[src/rtl/imm_gen_pkg.sv]
// -----------------------------------------------------------------------------
// imm_gen_pkg
// Shared constants for the immediate generator stage: RV32I base opcodes,
// immediate format encodings (as reported on imm_fmt) and the format width.
// Optional feature macro used by the stage: IMM_GEN_PERF_EN.
// -----------------------------------------------------------------------------
package imm_gen_pkg;

    localparam int FMT_W = 3;

    localparam logic [6:0] OPC_LUI    = 7'b0110111;
    localparam logic [6:0] OPC_AUIPC  = 7'b0010111;
    localparam logic [6:0] OPC_JAL    = 7'b1101111;
    localparam logic [6:0] OPC_JALR   = 7'b1100111;
    localparam logic [6:0] OPC_BRANCH = 7'b1100011;
    localparam logic [6:0] OPC_LOAD   = 7'b0000011;
    localparam logic [6:0] OPC_STORE  = 7'b0100011;
    localparam logic [6:0] OPC_OP_IMM = 7'b0010011;
    localparam logic [6:0] OPC_OP     = 7'b0110011;

    localparam logic [FMT_W-1:0] FMT_NONE = 3'd0;
    localparam logic [FMT_W-1:0] FMT_I    = 3'd1;
    localparam logic [FMT_W-1:0] FMT_S    = 3'd2;
    localparam logic [FMT_W-1:0] FMT_B    = 3'd3;
    localparam logic [FMT_W-1:0] FMT_U    = 3'd4;
    localparam logic [FMT_W-1:0] FMT_J    = 3'd5;

endpackage

[src/rtl/imm_gen_pipe_decode.sv]
// -----------------------------------------------------------------------------
// imm_decode
// Purely combinational RV32I immediate decoder. Selects the immediate format
// from the opcode, assembles the 32-bit immediate and sign-extends it from
// instr[31] to XLEN bits.
// Ports:
//   instr    in   32     raw instruction word
//   imm      out  XLEN   sign-extended immediate (0 for NONE)
//   imm_fmt  out  3      0 NONE, 1 I, 2 S, 3 B, 4 U, 5 J
//   illegal  out  1      opcode not recognised
// -----------------------------------------------------------------------------
module imm_decode
    import imm_gen_pkg::*;
#(
    parameter int XLEN = 32
) (
    input  logic [31:0]      instr,
    output logic [XLEN-1:0]  imm,
    output logic [FMT_W-1:0] imm_fmt,
    output logic             illegal
);

    logic signed [31:0] raw;

    always_comb begin
        raw     = '0;
        imm_fmt = FMT_NONE;
        illegal = 1'b0;
        case (instr[6:0])
            OPC_LUI, OPC_AUIPC: begin
                raw     = {instr[31:12], 12'b0};
                imm_fmt = FMT_U;
            end
            OPC_JAL: begin
                raw     = {{11{instr[31]}}, instr[31], instr[19:12], instr[20],
                           instr[30:21], 1'b0};
                imm_fmt = FMT_J;
            end
            OPC_JALR, OPC_LOAD, OPC_OP_IMM: begin
                raw     = {{20{instr[31]}}, instr[31:20]};
                imm_fmt = FMT_I;
            end
            OPC_BRANCH: begin
                raw     = {{19{instr[31]}}, instr[31], instr[7], instr[30:25],
                           instr[11:8], 1'b0};
                imm_fmt = FMT_B;
            end
            OPC_STORE: begin
                raw     = {{20{instr[31]}}, instr[31:25], instr[11:7]};
                imm_fmt = FMT_S;
            end
            OPC_OP: begin
                raw     = '0;
                imm_fmt = FMT_NONE;
            end
            default: begin
                raw     = '0;
                imm_fmt = FMT_NONE;
                illegal = 1'b1;
            end
        endcase
        // Fill every bit with the sign first, then overlay the low word; this
        // works for XLEN=32 and XLEN=64 without a zero-width replication.
        imm       = {XLEN{raw[31]}};
        imm[31:0] = raw;
    end

endmodule

[src/rtl/imm_gen_pipe.sv]
// -----------------------------------------------------------------------------
// imm_gen_pipe
// Immediate generator stage between decode and execute. Decodes the RV32I
// immediate, computes pc + imm, and presents the result through a registered
// valid/ready output backed by a one-entry skid register, so in_ready is a
// flop and the stage sustains one instruction per cycle under backpressure.
// Optional feature macro: IMM_GEN_PERF_EN adds saturating counters
// perf_accepted / perf_illegal.
// Ports:
//   clk, rst_n            clock, asynchronous active-low reset
//   in_valid/in_ready     upstream handshake (in_ready registered)
//   instr[31:0], pc       instruction and its address
//   out_valid/out_ready   downstream handshake
//   imm, imm_fmt          sign-extended immediate and its format
//   branch_target         pc + imm, wraps modulo 2^XLEN
//   illegal               opcode not recognised
//   perf_accepted/_illegal (IMM_GEN_PERF_EN only) accept counters
// -----------------------------------------------------------------------------
module imm_gen_pipe
    import imm_gen_pkg::*;
#(
    parameter int XLEN   = 32,
    parameter int PERF_W = 32
) (
    input  logic             clk,
    input  logic             rst_n,
    input  logic             in_valid,
    output logic             in_ready,
    input  logic [31:0]      instr,
    input  logic [XLEN-1:0]  pc,
    output logic             out_valid,
    input  logic             out_ready,
    output logic [XLEN-1:0]  imm,
    output logic [FMT_W-1:0] imm_fmt,
    output logic [XLEN-1:0]  branch_target,
    output logic             illegal
`ifdef IMM_GEN_PERF_EN
    ,
    output logic [PERF_W-1:0] perf_accepted,
    output logic [PERF_W-1:0] perf_illegal
`endif
);

    logic [XLEN-1:0]  dec_imm;
    logic [FMT_W-1:0] dec_fmt;
    logic             dec_ill;
    logic [XLEN-1:0]  dec_tgt;

    imm_decode #(.XLEN(XLEN)) u_decode (
        .instr   (instr),
        .imm     (dec_imm),
        .imm_fmt (dec_fmt),
        .illegal (dec_ill)
    );

    assign dec_tgt = pc + dec_imm;

    // Main output register M
    logic             m_vld_q, m_vld_d;
    logic [XLEN-1:0]  m_imm_q, m_imm_d;
    logic [FMT_W-1:0] m_fmt_q, m_fmt_d;
    logic [XLEN-1:0]  m_tgt_q, m_tgt_d;
    logic             m_ill_q, m_ill_d;

    // Skid register K
    logic             k_vld_q, k_vld_d;
    logic [XLEN-1:0]  k_imm_q, k_imm_d;
    logic [FMT_W-1:0] k_fmt_q, k_fmt_d;
    logic [XLEN-1:0]  k_tgt_q, k_tgt_d;
    logic             k_ill_q, k_ill_d;

    logic             in_ready_q, in_ready_d;

    logic accept;
    logic xfer;

    assign accept = in_valid && in_ready_q;
    assign xfer   = m_vld_q && out_ready;

    always_comb begin
        m_vld_d = m_vld_q;
        m_imm_d = m_imm_q;
        m_fmt_d = m_fmt_q;
        m_tgt_d = m_tgt_q;
        m_ill_d = m_ill_q;
        k_vld_d = k_vld_q;
        k_imm_d = k_imm_q;
        k_fmt_d = k_fmt_q;
        k_tgt_d = k_tgt_q;
        k_ill_d = k_ill_q;

        if (k_vld_q) begin
            // K full means in_ready is low, so only a drain into M can happen.
            if (xfer) begin
                m_imm_d = k_imm_q;
                m_fmt_d = k_fmt_q;
                m_tgt_d = k_tgt_q;
                m_ill_d = k_ill_q;
                k_vld_d = 1'b0;
            end
        end else if (accept) begin
            if (!m_vld_q || out_ready) begin
                m_vld_d = 1'b1;
                m_imm_d = dec_imm;
                m_fmt_d = dec_fmt;
                m_tgt_d = dec_tgt;
                m_ill_d = dec_ill;
            end else begin
                k_vld_d = 1'b1;
                k_imm_d = dec_imm;
                k_fmt_d = dec_fmt;
                k_tgt_d = dec_tgt;
                k_ill_d = dec_ill;
            end
        end else if (xfer) begin
            m_vld_d = 1'b0;
        end

        in_ready_d = !k_vld_d;
    end

    // Output stage: M and handshake control
    always_ff @(posedge clk or negedge rst_n) begin
        if (!rst_n) begin
            m_vld_q    <= 1'b0;
            m_imm_q    <= '0;
            m_fmt_q    <= FMT_NONE;
            m_tgt_q    <= '0;
            m_ill_q    <= 1'b0;
            k_vld_q    <= 1'b0;
            in_ready_q <= 1'b1;
        end else begin
            m_vld_q    <= m_vld_d;
            m_imm_q    <= m_imm_d;
            m_fmt_q    <= m_fmt_d;
            m_tgt_q    <= m_tgt_d;
            m_ill_q    <= m_ill_d;
            k_vld_q    <= k_vld_d;
            in_ready_q <= in_ready_d;
        end
    end

    // Skid payload is qualified by k_vld_q, so it needs no reset.
    always_ff @(posedge clk) begin
        k_imm_q <= k_imm_d;
        k_fmt_q <= k_fmt_d;
        k_tgt_q <= k_tgt_d;
        k_ill_q <= k_ill_d;
    end

    assign in_ready      = in_ready_q;
    assign out_valid     = m_vld_q;
    assign imm           = m_imm_q;
    assign imm_fmt       = m_fmt_q;
    assign branch_target = m_tgt_q;
    assign illegal       = m_ill_q;

`ifdef IMM_GEN_PERF_EN
    function automatic logic [PERF_W-1:0] sat_inc(input logic [PERF_W-1:0] v);
        sat_inc = (&v) ? v : v + 1'b1;
    endfunction

    logic [PERF_W-1:0] perf_acc_q;
    logic [PERF_W-1:0] perf_ill_q;

    always_ff @(posedge clk or negedge rst_n) begin
        if (!rst_n) begin
            perf_acc_q <= '0;
            perf_ill_q <= '0;
        end else if (accept) begin
            perf_acc_q <= sat_inc(perf_acc_q);
            if (dec_ill) begin
                perf_ill_q <= sat_inc(perf_ill_q);
            end
        end
    end

    assign perf_accepted = perf_acc_q;
    assign perf_illegal  = perf_ill_q;
`else
    logic unused_perf_w;
    assign unused_perf_w = ^PERF_W;
`endif

endmodule

[config.mk]
export PLATFORM = sky130hd
export DESIGN_NAME = imm_gen_pipe
export DESIGN_NICKNAME = d
export VERILOG_FILES = /design/src/rtl/imm_gen_pkg.sv /design/src/rtl/imm_gen_pipe_decode.sv /design/src/rtl/imm_gen_pipe.sv
export SDC_FILE = /design/constraint.sdc
export NUM_CORES = 1
export LEC_CHECK = 0
export BUFFER_PORTS_ARGS = -buffer_cell sky130_fd_sc_hd__buf_2
export CAP_MARGIN = 40
export CORE_MARGIN = 1
export CORE_UTILIZATION = 50
export DETAILED_ROUTE_END_ITERATION = 10
export PLACE_DENSITY = 0.82
export SLEW_MARGIN = 30
export SYNTH_ARGS = -nofsm -noshare
export SYNTH_HDL_FRONTEND = slang
export SYNTH_SLANG_ARGS = --single-unit
[constraint.sdc]
create_clock -name clk -period 5.4 [get_ports clk]
set_clock_uncertainty 0.1 [all_clocks]
set_input_delay 1.08 -clock clk [delete_from_list [all_inputs] [get_ports clk]]
set_output_delay 1.08 -clock clk [all_outputs]
set_load 0.05 [all_outputs]
Yosys cells after proc, flatten, opt, wreduce, memory -nomap -nowiden
Cells that the tools add are included.
W data, S select, Z words.

storage, ports and cells
  register bits after elaboration = 139
  input port bits = 68
  output and inout port bits = 70
  word-level logic and storage cells = 65

cells by class
  add/subtract/negate cells = 1
  equality and inequality tests = 11
  muxes and demuxes = 26
  bitwise operators = 2
  reductions and logical operators = 14

operator list
  operator              number
  $mux W32              8
  $pmux W32 S5          1
  $add A32 B32 Y32      1
  $eq A7 B6 Y1 const B  3
  $eq A7 B7 Y1 const B  3
  $pmux W3 S5           1
  $eq A7 B5 Y1 const B  2
  $mux W1               12
  $mux W3               4
  $reduce_and A3 Y1     3
  $reduce_or A9 Y1      1
  $eq A7 B2 Y1 const B  1
  $reduce_bool A2 Y1    3
  $ne A2 B1 Y1 const B  2
  $reduce_or A3 Y1      1
  $logic_and A1 B1 Y1   2
  $logic_not A1 Y1      2
  $not A1 Y1            2
  $reduce_or A2 Y1      1
  $logic_or A1 B1 Y1    1

Longest topological paths before layout
  depth in word-level cells = 7
  depth in mapped cells = 16
  gate-level depth less buffers = 15

Hierarchy
From an unflattened synthesis, not the netlist that was laid out.

unflattened totals
  cells, all modules = 714
  area, all modules = 7569.8 um^2

modules (own cells, without submodules)
  module        times used  cells an instance  area an instance (um^2)  seq. area each (um^2)
  imm_gen_pipe  1           638                7044.3                   3819.9
  imm_decode    1           76                 525.5                    0.0

Worst setup path before layout
No wires, ideal clock.

  path kind = input to register
  start = input port out_ready
  end = register k_fmt_q[0] (enable)
  library setup time = 0.495 ns
  arrival = 4.080 ns
  required time = 4.805 ns
  setup slack = 0.725 ns
  stages on the path = 3
  buffers on the path = 0
  path through = inv_1 > nand2_1 > nor2_1

between the ends
  longest elaborated chain between the ends = 3

ends and longest elaborated chain
  item                         RTL line             RTL
  start: declaration           imm_gen_pipe.sv:32   input logic out_ready,
  $logic_or A1 B1 Y1           imm_gen_pipe.sv:102  if (!m_vld_q || out_ready) begin
  $not A1 Y1 (no line)         --
  $reduce_and A3 Y1 (no line)  --
  end signal: assignment       imm_gen_pipe.sv:146  k_fmt_q <= k_fmt_d;
  end: declaration             imm_gen_pipe.sv:68   logic [FMT_W-1:0] k_fmt_q, k_fmt_d;

Every way passes these cells.
A chain may end at the register's enable or synchronous reset.

Final worst setup path
  start = input port instr[5]
  end = register m_tgt_q[30] (netlist: branch_target[30])

between the ends
  longest elaborated chain between the ends = 7
  elaborated cells between the ends (all ways) = 15
  classes of those cells = add/sub: 1; eq/ne: 8; mux: 4; reduce/logical: 2

ends and longest elaborated chain
  item                                                         RTL line                   RTL
  start: declaration                                           imm_gen_pipe.sv:29         input logic [31:0] instr,
  $eq A7 B7 Y1, or another cell as far along                   imm_gen_pipe_decode.sv:29  case (instr[6:0])
  $reduce_or A3 Y1 / $reduce_or A2 Y1 (equally long branches)  imm_gen_pipe_decode.sv:29
  $pmux W32 S5 *                                               imm_gen_pipe_decode.sv:29
  via dec_imm[0]                                               imm_gen_pipe.sv:44         logic [XLEN-1:0] dec_imm;
  $add A32 B32 Y32 *                                           imm_gen_pipe.sv:56         assign dec_tgt = pc + dec_imm;
  $mux W32 *                                                   imm_gen_pipe.sv:102
  $mux W32 *                                                   imm_gen_pipe.sv:101        end else if (accept) begin
  $mux W32 *                                                   imm_gen_pipe.sv:92         if (k_vld_q) begin
  end signal: assignment                                       imm_gen_pipe.sv:136        m_tgt_q <= m_tgt_d;
  end: declaration                                             imm_gen_pipe.sv:62         logic [XLEN-1:0] m_tgt_q, m_tgt_d;

The timed path passes the listed nets; every way through them passes the cells marked *. The select of a mux whose other input is x is not followed.

==> summary.md <==
| Metric | Value |
|---|---|
| CP Max Fanout | 5 |
| CTS buffer count | 17 |
| Max_slew headroom | 0.4854 |
| TritonCTS clock tree | done |
| Syn nets | 836 |
| Final core utilization | 0.6176 |
| Std-Cell Rows | 44 |
| CTS max path bufs | 2 |
| PwrDens | 509.7 nW/um^2 |
| CTS sink cnt | 139 |
| Leading register cell type out of synthesis | dfrtp_1 |
| Post-synth top area cell | edfxtp_1 |
| Dpl cells | 1027 |
| Ys async rst share | 0.5108 |
| Post-layout nets | 963 |
| Worst skew pair latency | 0.43 ns |
| First-pass GRT wire length | 30390 um |
| YS warnings | 0 |
| Syn Area/Cell | 10.38 um^2 |
| Root Driver | clkbuf_16 |
| Global placer's final weighted congestion | 0.9118 |
| Place WS | 0.3990 ns |
| Post-DP HPWL | 14600 um |
| Drt first pass iters | 8 |
| Worst R2R Path Depth | 7 |
| GRT overflow | 0 |
| Die W | 125.6 um |
| Post-CTS setup buffer count | 0 |
| Final hold slack | 0.3706 ns |
| Fin cells | 1060 |
| Htree depth | 4 |
| Fmax | 0.2167 GHz |
| Arrival @ worst endpoint | 4.83 ns |
| Leakage | 4.208 nW |
| Total track usage | 0.2555 |
| Post-DP Area | 8477 um^2 |
| DIE HEIGHT | 125.6 um |
| Largest net degree at the start of global routing | 69 |
| Via count | 6071 |
| Worst-Margin Slew | 0.7718 ns |
| Starting DRT DRC Count | 366 |
| Top cell type's share of synthesized area | 0.2674 |
| Status | finished with violations |
| Minimum clock period | 4.614 ns |
| Setup TNS | 0 ns |
| Top cells by count, synth | nand2_1, dfrtp_1, edfxtp_1 |
| WL/cell | 18.38 um |
| Vias per cell | 5.727 |
| Initial antenna violation count | 1 |
| Core Region | 14700 um^2 |
| Post-synth EDFFs | 68 |
| Worst-case vdd ir drop | 0.4408 mV |
| Ant diodes | 0 |
| Slew Viols, Final | 0 |
| DIE AREA | 15770 um^2 |
| Reg2reg end | branch_target[31] |
| Post-Syn Instances | 736 |
| Min-Delay Path Class | reg2reg |
| DRT Wirelength | 19480 um |
| Seq/Total Area, Yosys | 0.5002 |
| Buffers on Ports | 137 |
| Failing checks | design-rule violations |
| Count leader, synth | nand2_1 |
| Post-route ant nets | 0 |
| Library cells used by synthesis | 66 |
| Maxcap violations | 0 |
| Final hold vios | 0 |
| RSZ-0062 raised after global routing | no |
| Layout cell share with drive strength beyond 1 | 0.2272 |
| Final Worst Setup Slack | 0.7860 ns |
| Mapped Area | 7637 um^2 |
| Initial Utilization | 0.5196 |
| Crit path launch type | input port |
| Boundary Pins | 138 |
| Total power | 4.628 mW |
| Resize count post-CTS | 0 |
| Crit Path Category | in2reg |
| Drc violations | 7 |
| Vias in the first global route | 5865 |
| Largest cells by area after synthesis | edfxtp_1, dfrtp_1, mux2i_1 |
| Area Overhead vs Synth | 18.87% |
| Setup violators final | 0 |
| R2R Setup Slk | 2.47 ns |
| Crit share post-route | 0.8545 |
| Hold_buf cts | 0 |
| Synthesized flop and latch total | 139 |
| Critical path required time | 5.61 ns |
| Worst setup startpoint | instr[5] |
| Worst r2r src | k_vld_q |
| Worst setup EP type | register |
| Clock-pin transition on the worst setup and hold timing paths | 0.06 ns |
| Post-route cell area | 9079 um^2 |
| Worst Setup EP | branch_target[30] |
power breakdown:
group | switching, mW | internal (mW)
combinational | 1.41 | 0.502
clock | 0.447 | 0.683
sequential | 0.189 | 1.39
layout make-up:
class | count | area [um^2]
inverter | 16 | 60.06
tap | 184 | 230.2
timing repair buffer | 146 | 808.3
fill | 1200 | 5620
sequential | 139 | 3824
multi-input combinational | 543 | 3582
clock inverter | 10 | 88.84
clock buffer | 22 | 485.5
cells in the final DEF, fill, tap and decap left out, types with 5 or more instances in the layout:
cell type	n
xor2_1	7
inv_1	16
a21o_1	33
xnor2_1	22
nand2b_1	11
edfxtp_1	68
buf_2	136
o21ai_0	60
nand2_1	98
clkbuf_16	18
o211ai_1	5
buf_4	7
ha_1	31
a21oi_1	50
nor2_1	30
nor3_1	12
nand4_1	6
mux2i_1	47
o21bai_1	5
nand3_1	24
and3_1	9
a31oi_1	12
dfrtp_1	69
and2_1	12
worst max-delay path: stages:
cell      delay (ns)
buf_2           0.10
nor2b_1         0.30
nand4_1         0.28
o21ai_0         0.32
a32o_1          0.22
ha_1            0.21
inv_1           0.07
fa_1            0.41
nand2b_1        0.19
a21oi_1         0.22
o21ai_1         0.17
o31ai_2         0.46
a311o_1         0.27
and3_1          0.18
o31ai_1         0.07
mux2_2          0.28
routing by layer:
layer / vias up / global-route usage / part of all wire
met3: 29 / 0.06205 / 0.068
met5: - / 0 / 0
li1: 2946 / - / -
met2: 228 / 0.4088 / 0.47
met4: 0 / 0.1026 / 0.021
met1: 2868 / 0.3341 / 0.44
cells by family (layout without fill, tap and decap cells):
group | Yosys count | count (layout) | share of synthesized area
AO/OA/AOI/OAI | 208 | 208 | 0.1764
XOR/XNOR | 29 | 29 | 0.03326
multiplexers | 48 | 48 | 0.06307
buffers and inverters | 54 | 194 | 0.03276
AND/OR/NAND/NOR | 226 | 226 | 0.1409
flip-flops | 139 | 139 | 0.5002
adder cells (fa/ha/maj) | 32 | 32 | 0.05341
flip-flops by register name, indices dropped and copies added, names as in the netlist:
| signal | cells |
|---|---|
| illegal | 1 |
| out_valid | 1 |
| k_ill_q | 1 |
| imm_fmt | 3 |
| k_fmt_q | 3 |
| k_imm_q | 32 |
| imm | 32 |
| in_ready | 1 |
| k_vld_q | 1 |
| branch_target | 32 |
| k_tgt_q | 32 |
worst min path at each step:
stage / from / end / slack, ns / cells after the start
2_1_floorplan: k_tgt_q[16] / branch_target[16] / 0.37 / 2
3_3_place_gp: branch_target[21] / branch_target[21] / 0.36 / 2
3_5_place_dp: branch_target[26] / branch_target[26] / 0.36 / 2
4_1_cts: branch_target[8] / branch_target[8] / 0.38 / 2
5_1_grt: imm[23] / imm[23] / 0.39 / 2
6_report: branch_target[4] / branch_target[4] / 0.37 / 2
(Power assumes the default switching activity.)
